**src/rtl/scoreboard_hazard_unit_pkg.sv**
```systemverilog
// Shared definitions for the scoreboard hazard unit.
//   state_e  : control FSM states (RUN, MEMWAIT, BFLUSH)
//   FWD_*    : forward-select encodings driven on forward_* outputs
package scoreboard_hazard_unit_pkg;

    typedef enum logic [1:0] {
        StRun     = 2'b00,
        StMemWait = 2'b01,
        StBFlush  = 2'b10
    } state_e;

    localparam logic [1:0] FWD_RF = 2'b00;  // register file value
    localparam logic [1:0] FWD_W  = 2'b01;  // writeback-stage result
    localparam logic [1:0] FWD_M  = 2'b10;  // memory-stage result

endpackage

```
**src/rtl/scoreboard_hazard_unit_fwd_select.sv**
```systemverilog
// Forwarding comparator for one execute-stage source operand.
//   ra_i                     : source register address
//   regwrite_m_i / wa_m_i    : memory-stage write enable and destination
//   regwrite_w_i / wa_w_i    : writeback-stage write enable and destination
//   fwd_o                    : FWD_M, FWD_W or FWD_RF (memory stage wins)
module fwd_select
    import scoreboard_hazard_unit_pkg::*;
#(
    parameter int unsigned REG_AW = 3
) (
    input  logic [REG_AW-1:0] ra_i,
    input  logic              regwrite_m_i,
    input  logic [REG_AW-1:0] wa_m_i,
    input  logic              regwrite_w_i,
    input  logic [REG_AW-1:0] wa_w_i,
    output logic [1:0]        fwd_o
);

    always_comb begin
        fwd_o = FWD_RF;
        if (regwrite_m_i && (wa_m_i == ra_i)) begin
            fwd_o = FWD_M;
        end else if (regwrite_w_i && (wa_w_i == ra_i)) begin
            fwd_o = FWD_W;
        end
    end

endmodule

```
**src/rtl/scoreboard_hazard_unit.sv**
```systemverilog
// Pipeline hazard unit: operand forwarding, load-use stall, taken-branch flush
// and data-access busy stall with timeout abort.
//   clk, rst_n                          : clock, async active-low reset
//   ra1_d, ra2_d                        : decode-stage source registers
//   ra1_e, ra2_e, wa3_e, memtoreg_e     : execute-stage regs / load flag
//   branch_taken_e                      : taken branch resolved in execute
//   regwrite_m/vm, wa3_m, busy_da       : memory-stage writes, data-access busy
//   regwrite_w/vw, wa3_w                : writeback-stage writes
//   stall_*/flush_*                     : pipeline control
//   forward_ae/be/ave/bve               : forward selects (scalar and vector)
//   timeout_err                         : sticky busy timeout abort
//   stall_cnt                           : saturating count of stalled fetch cycles
module scoreboard_hazard_unit
    import scoreboard_hazard_unit_pkg::*;
#(
    parameter int unsigned REG_AW      = 3,
    parameter int unsigned FLUSH_DEPTH = 1,
    parameter int unsigned MEM_TIMEOUT = 255,
    parameter int unsigned CNT_W       = 16
) (
    input  logic              clk,
    input  logic              rst_n,
    input  logic [REG_AW-1:0] ra1_d,
    input  logic [REG_AW-1:0] ra2_d,
    input  logic [REG_AW-1:0] ra1_e,
    input  logic [REG_AW-1:0] ra2_e,
    input  logic [REG_AW-1:0] wa3_e,
    input  logic              memtoreg_e,
    input  logic              branch_taken_e,
    input  logic              regwrite_m,
    input  logic              regwrite_vm,
    input  logic [REG_AW-1:0] wa3_m,
    input  logic              busy_da,
    input  logic              regwrite_w,
    input  logic              regwrite_vw,
    input  logic [REG_AW-1:0] wa3_w,
    output logic              stall_f,
    output logic              stall_d,
    output logic              flush_d,
    output logic              stall_e,
    output logic              flush_e,
    output logic              stall_m,
    output logic              stall_w,
    output logic [1:0]        forward_ae,
    output logic [1:0]        forward_be,
    output logic [1:0]        forward_ave,
    output logic [1:0]        forward_bve,
    output logic              timeout_err,
    output logic [CNT_W-1:0]  stall_cnt
);

    localparam int unsigned WaitW  = $clog2(MEM_TIMEOUT + 1);
    localparam int unsigned FlushW = (FLUSH_DEPTH > 1) ? $clog2(FLUSH_DEPTH) : 1;

    // ---------------- forwarding ----------------
    fwd_select #(.REG_AW(REG_AW)) u_fwd_ae (
        .ra_i(ra1_e), .regwrite_m_i(regwrite_m), .wa_m_i(wa3_m),
        .regwrite_w_i(regwrite_w), .wa_w_i(wa3_w), .fwd_o(forward_ae)
    );
    fwd_select #(.REG_AW(REG_AW)) u_fwd_be (
        .ra_i(ra2_e), .regwrite_m_i(regwrite_m), .wa_m_i(wa3_m),
        .regwrite_w_i(regwrite_w), .wa_w_i(wa3_w), .fwd_o(forward_be)
    );
    fwd_select #(.REG_AW(REG_AW)) u_fwd_ave (
        .ra_i(ra1_e), .regwrite_m_i(regwrite_vm), .wa_m_i(wa3_m),
        .regwrite_w_i(regwrite_vw), .wa_w_i(wa3_w), .fwd_o(forward_ave)
    );
    fwd_select #(.REG_AW(REG_AW)) u_fwd_bve (
        .ra_i(ra2_e), .regwrite_m_i(regwrite_vm), .wa_m_i(wa3_m),
        .regwrite_w_i(regwrite_vw), .wa_w_i(wa3_w), .fwd_o(forward_bve)
    );

    // ---------------- control FSM ----------------
    state_e             state_q, state_d;
    logic [WaitW-1:0]   wait_cnt_q, wait_cnt_d;
    logic [FlushW-1:0]  flush_cnt_q, flush_cnt_d;
    logic               timeout_q, timeout_d;
    logic               abort_q, abort_d;
    logic [CNT_W-1:0]   stall_cnt_q, stall_cnt_d;

    logic busy_eff, load_use;
    logic mem_stall, lu_stall, flush_d_c, flush_e_c;

    // The cycle after a timeout ignores busy_da so the pipeline is released.
    assign busy_eff = busy_da & ~abort_q;
    assign load_use = memtoreg_e & ((wa3_e == ra1_d) | (wa3_e == ra2_d));

    always_comb begin
        state_d     = state_q;
        wait_cnt_d  = wait_cnt_q;
        flush_cnt_d = flush_cnt_q;
        timeout_d   = timeout_q;
        abort_d     = 1'b0;
        mem_stall   = 1'b0;
        lu_stall    = 1'b0;
        flush_d_c   = 1'b0;
        flush_e_c   = 1'b0;

        if (busy_eff) begin
            mem_stall = 1'b1;
            // wait_cnt_q holds busy cycles already seen; this cycle is one more.
            if (32'(wait_cnt_q) + 32'd1 >= MEM_TIMEOUT) begin
                timeout_d   = 1'b1;
                abort_d     = 1'b1;
                wait_cnt_d  = '0;
                flush_cnt_d = '0;
                state_d     = StRun;
            end else begin
                wait_cnt_d = wait_cnt_q + WaitW'(1);
                state_d    = StMemWait;
            end
        end else begin
            wait_cnt_d = '0;
            // A flush interrupted by busy_da resumes straight out of MEMWAIT.
            if ((state_q != StRun) && (flush_cnt_q != '0)) begin
                flush_d_c   = 1'b1;
                flush_cnt_d = flush_cnt_q - FlushW'(1);
                state_d     = (flush_cnt_q > FlushW'(1)) ? StBFlush : StRun;
            end else if (branch_taken_e) begin
                flush_d_c   = 1'b1;
                flush_e_c   = 1'b1;
                flush_cnt_d = FlushW'(FLUSH_DEPTH - 1);
                state_d     = (FLUSH_DEPTH > 1) ? StBFlush : StRun;
            end else begin
                lu_stall  = load_use;
                flush_e_c = load_use;
                state_d   = StRun;
            end
        end
    end

    // Outputs are forced low while reset is asserted, independent of the clock.
    assign stall_f     = rst_n & (mem_stall | lu_stall);
    assign stall_d     = rst_n & (mem_stall | lu_stall);
    assign stall_e     = rst_n & mem_stall;
    assign stall_m     = rst_n & mem_stall;
    assign stall_w     = rst_n & mem_stall;
    assign flush_d     = rst_n & flush_d_c;
    assign flush_e     = rst_n & flush_e_c;
    assign timeout_err = timeout_q;
    assign stall_cnt   = stall_cnt_q;

    always_comb begin
        stall_cnt_d = stall_cnt_q;
        if (stall_f && !(&stall_cnt_q)) begin
            stall_cnt_d = stall_cnt_q + CNT_W'(1);
        end
    end

    always_ff @(posedge clk or negedge rst_n) begin
        if (!rst_n) begin
            state_q     <= StRun;
            wait_cnt_q  <= '0;
            flush_cnt_q <= '0;
            timeout_q   <= 1'b0;
            abort_q     <= 1'b0;
            stall_cnt_q <= '0;
        end else begin
            state_q     <= state_d;
            wait_cnt_q  <= wait_cnt_d;
            flush_cnt_q <= flush_cnt_d;
            timeout_q   <= timeout_d;
            abort_q     <= abort_d;
            stall_cnt_q <= stall_cnt_d;
        end
    end

endmodule

```
**config.mk**
```make
export PLATFORM = sky130hd
export DESIGN_NAME = scoreboard_hazard_unit
export DESIGN_NICKNAME = d
export VERILOG_FILES = /design/src/rtl/scoreboard_hazard_unit_pkg.sv /design/src/rtl/scoreboard_hazard_unit_fwd_select.sv /design/src/rtl/scoreboard_hazard_unit.sv
export SDC_FILE = /design/constraint.sdc
export NUM_CORES = 1
export LEC_CHECK = 0
export ABC_AREA = 1
export CAP_MARGIN = 5
export CORE_UTILIZATION = 40
export DETAILED_ROUTE_END_ITERATION = 12
export MAX_ROUTING_LAYER = met4
export PLACE_DENSITY = 0.68
export SYNTH_ARGS = -nofsm -noshare
export SYNTH_HDL_FRONTEND = slang
export SYNTH_HIERARCHICAL = 1
export SYNTH_SLANG_ARGS = --single-unit
```
**constraint.sdc**
```tcl
create_clock -name clk -period 4.6 [get_ports clk]
set_input_delay 0.69 -clock clk [delete_from_list [all_inputs] [get_ports clk]]
set_output_delay 0.69 -clock clk [all_outputs]
set_load 0.02 [all_outputs]
```
==> impl_results.md <==
- Initial antenna violation count: 0
- Setup repair bufs after CTS: 0
- Final ANT Viol Nets: 0
- Core footprint: 5574 µm²
- Most common cell after layout, fill and taps aside: nand2_1
- Row count: 27
- RSZ-0062 raised after global routing: false
- Total wire length: 5612 µm
- FF-to-FF path depth: 8
- Clk Latency, worst-skew pair: 280 ps
- Cell Pwr Density: 239.8 nW/µm²
- Initial core utilization: 41.98%
- Layout fillers: 568
- Clock slew at reported path FFs: 100 ps
- Worst slew pin tran: 777.1 ps
- Placed Area: 2978 µm²
- Final hold viol count: 0
- Hpwl dp: 4338 µm
- Largest net degree at the start of global routing: 30
- Syn nets: 399
- CTS Sinks: 28
- Hold depth: 2
- RR Endpoint: stall_cnt[10]$_DFFE_PN0P_
- Num CTS Buffers: 3
- Leakage: 1.557 nW
- Layout cells sized above 1: 8.726%
- Final Slew Violations: 0
- Gr usage total: 19.84%
- Synth Flop Type: dfrtp_1
- Number of global-route vias before repair: 2,242
- Switching part of the total power: 32.81%
- Sequential area share after synthesis: 29.95%
- Iter 0 DRT Violations: 119
- CP Class: primary input to output port
- Combinational share of power: 32.0%
- Hold Path End: timeout_err$_DFFE_PN0P_
- Hold Path Class: register to register
- Die W: 78.48 µm
- WP data required: 3910 ps
- Vias per cell: 4.710
- DR pass1 iterations: 4
- Net switching power: 240.0 µW
- I/O Buffers: 61
- Status: finished, final reports clean
- DR WL/cell: 11.31 µm
- Final instance area: 3049 µm²
- Most frequent cells in the layout: 122 x nand2_1, 61 x clkdlybuf4s50_1, 59 x inv_1
- Clock Skews: 8.257 ps
- Post-synth EDFFs: 0
- Die Y: 78.48 µm
- CTS max path bufs: 2
- Clock root cell: clkbuf_8
- Sequential share of power: 41.2%
- Antenna Cells: 0
- Max VDD drop: 0.2210 mV
- Int Power: 491.3 µW
- Synth top area share: 29.95%
- CTS tree: done
- Layout Nets: 458
- Final min period: 3485 ps
- Achievable clock frequency: 286.9 MHz
- Number of H-tree levels: 1
- CTS resizes: 0
- Clk network pwr share: 26.8%
- Post-route DRC: 0
- Reg-to-Reg Start: stall_cnt[0]$_DFFE_PN0P_
- Ports: 62
- CP endpoint kind: output port
- Synth Instances: 366
- Synthesis-stage register bit count: 28
- Final GP Congestion: 0.8693
- Startpoint Class: primary input
- WP data arrival: 2800 ps
- Layout area overhead: 30.32%
- Final Util: 54.70%
- Hold buffers post-CTS: 0
- Crit. Startpoint: busy_da
- Die area: 6159 µm²
- Period utilization: 75.76%
- Slew headroom: 48.19%
- Synth Warn #: 6
- Hold_sp: timeout_err$_DFFE_PN0P_
- Synthesized cell area: 2340 µm²
- Reg2reg setup slack: 2480 ps
- Setup_tns: 0 ps
- MaxCap Viol Count: 0
- Cell taking the most area after synthesis: dfrtp_1
- Synth cell types: 28
- CP Max Fanout: 20
- Syn_area_per_cell: 6.393 µm²
- Final setup vio count: 0
- First-pass GRT wire length: 9666 µm
- Congestion Overflow GR: 0
- Largest cells by area after synthesis: dfrtp_1 30%, nand2_1 20%, inv_1 9.5%
- DR vias: 2,336
- Post-synth ARST share: 100.0%
==> cell type report <==
cell class	instances	area (µm²)	area share, %
Clock buffer	3	41.29	1.354
Clock inverter	1	30.03	0.9848
Inverter	68	255.2	8.371
Multi-Input combinational cell	262	1314	43.09
Sequential cell	28	700.7	22.98
Tap cell	72	90.09	2.954
Timing Repair Buffer	62	618.1	20.27
==> cell families after synthesis <==
group                      synth area share, %
and+or+nand+nor                          44.49
buffers and inverters                    13.90
DFF                                      29.95
xor gates and xnor gates                 7.112
AOI/OAI and AO/OA                        2.941
adders and majority gates                1.604
==> worst max path at each step <==
stage / slack [ps] / end
global placement: 1160 / stall_d
global route: 1010 / stall_f
finish: 1110 / stall_d
detailed placement: 1110 / stall_d
floorplan: 2150 / stall_f
CTS: 1100 / stall_d
==> per-stage QoR <==
| stage | power (mW) | hold WS, ps | cells | setup slack, ps |
|---|---|---|---|---|
| after floorplan | 0.4310 | 394.4 | 366 | 2147 |
| after global placement | 0.5372 | 454.5 | 492 | 1155 |
| after detailed placement | 0.5400 | 454.7 | 492 | 1106 |
| after CTS | 0.7375 | 482.2 | 496 | 1103 |
| after global routing | 0.7748 | 513.9 | 496 | 1012 |
| final | 0.7313 | 479.0 | 496 | 1115 |
==> layer usage <==
layer  global-route usage (%)  share of wire [%]  wire, µm
met5                        -                  0         0
met4                    5.185                1.5        83
met3                    2.674                5.8       323
met2                    32.37                 44      2463
met1                    25.86                 49      2742
==> power groups by stage <==
| stage | Combinational [mW] | Sequential, mW | Clock [mW] |
|---|---|---|---|
| after floorplan | 0.111 | 0.320 | 0 |
| after global placement | 0.232 | 0.305 | 0 |
| after detailed placement | 0.235 | 0.305 | 0 |
| after CTS | 0.236 | 0.301 | 0.200 |
| after global routing | 0.260 | 0.307 | 0.208 |
| final | 0.234 | 0.301 | 0.196 |
==> state kept, by name, indices dropped and copies added, names as in the netlist <==
| register | cells |
|---|---|
| stall_cnt | 16 |
| wait_cnt_q | 8 |
| abort_q | 1 |
| flush_cnt_q | 1 |
| state_q | 1 |
| timeout_err | 1 |
==> cells in the mapped netlist (2+ instances only) <==
cell type  instances
xnor2_1            8
nor2_4             4
buf_6              2
nand2_2            8
buf_2              2
inv_1             59
ha_1               3
nor2_1            37
xor2_1            11
nor3_1             4
nor2_2             5
dfrtp_1           28
inv_2              8
a21oi_1            2
nand2_1          122
nand4_1            8
buf_4              3
nand3_1           39
a21oi_2            4
==> worst max-delay path, stage by stage <==
cell	delay (ps)
clkdlybuf4s50_1	450
inv_1	40
nor2_1	200
inv_1	150
o21ai_4	530
clkdlybuf4s50_1	720
No activity file was read; power rests on OpenSTA's default activity.
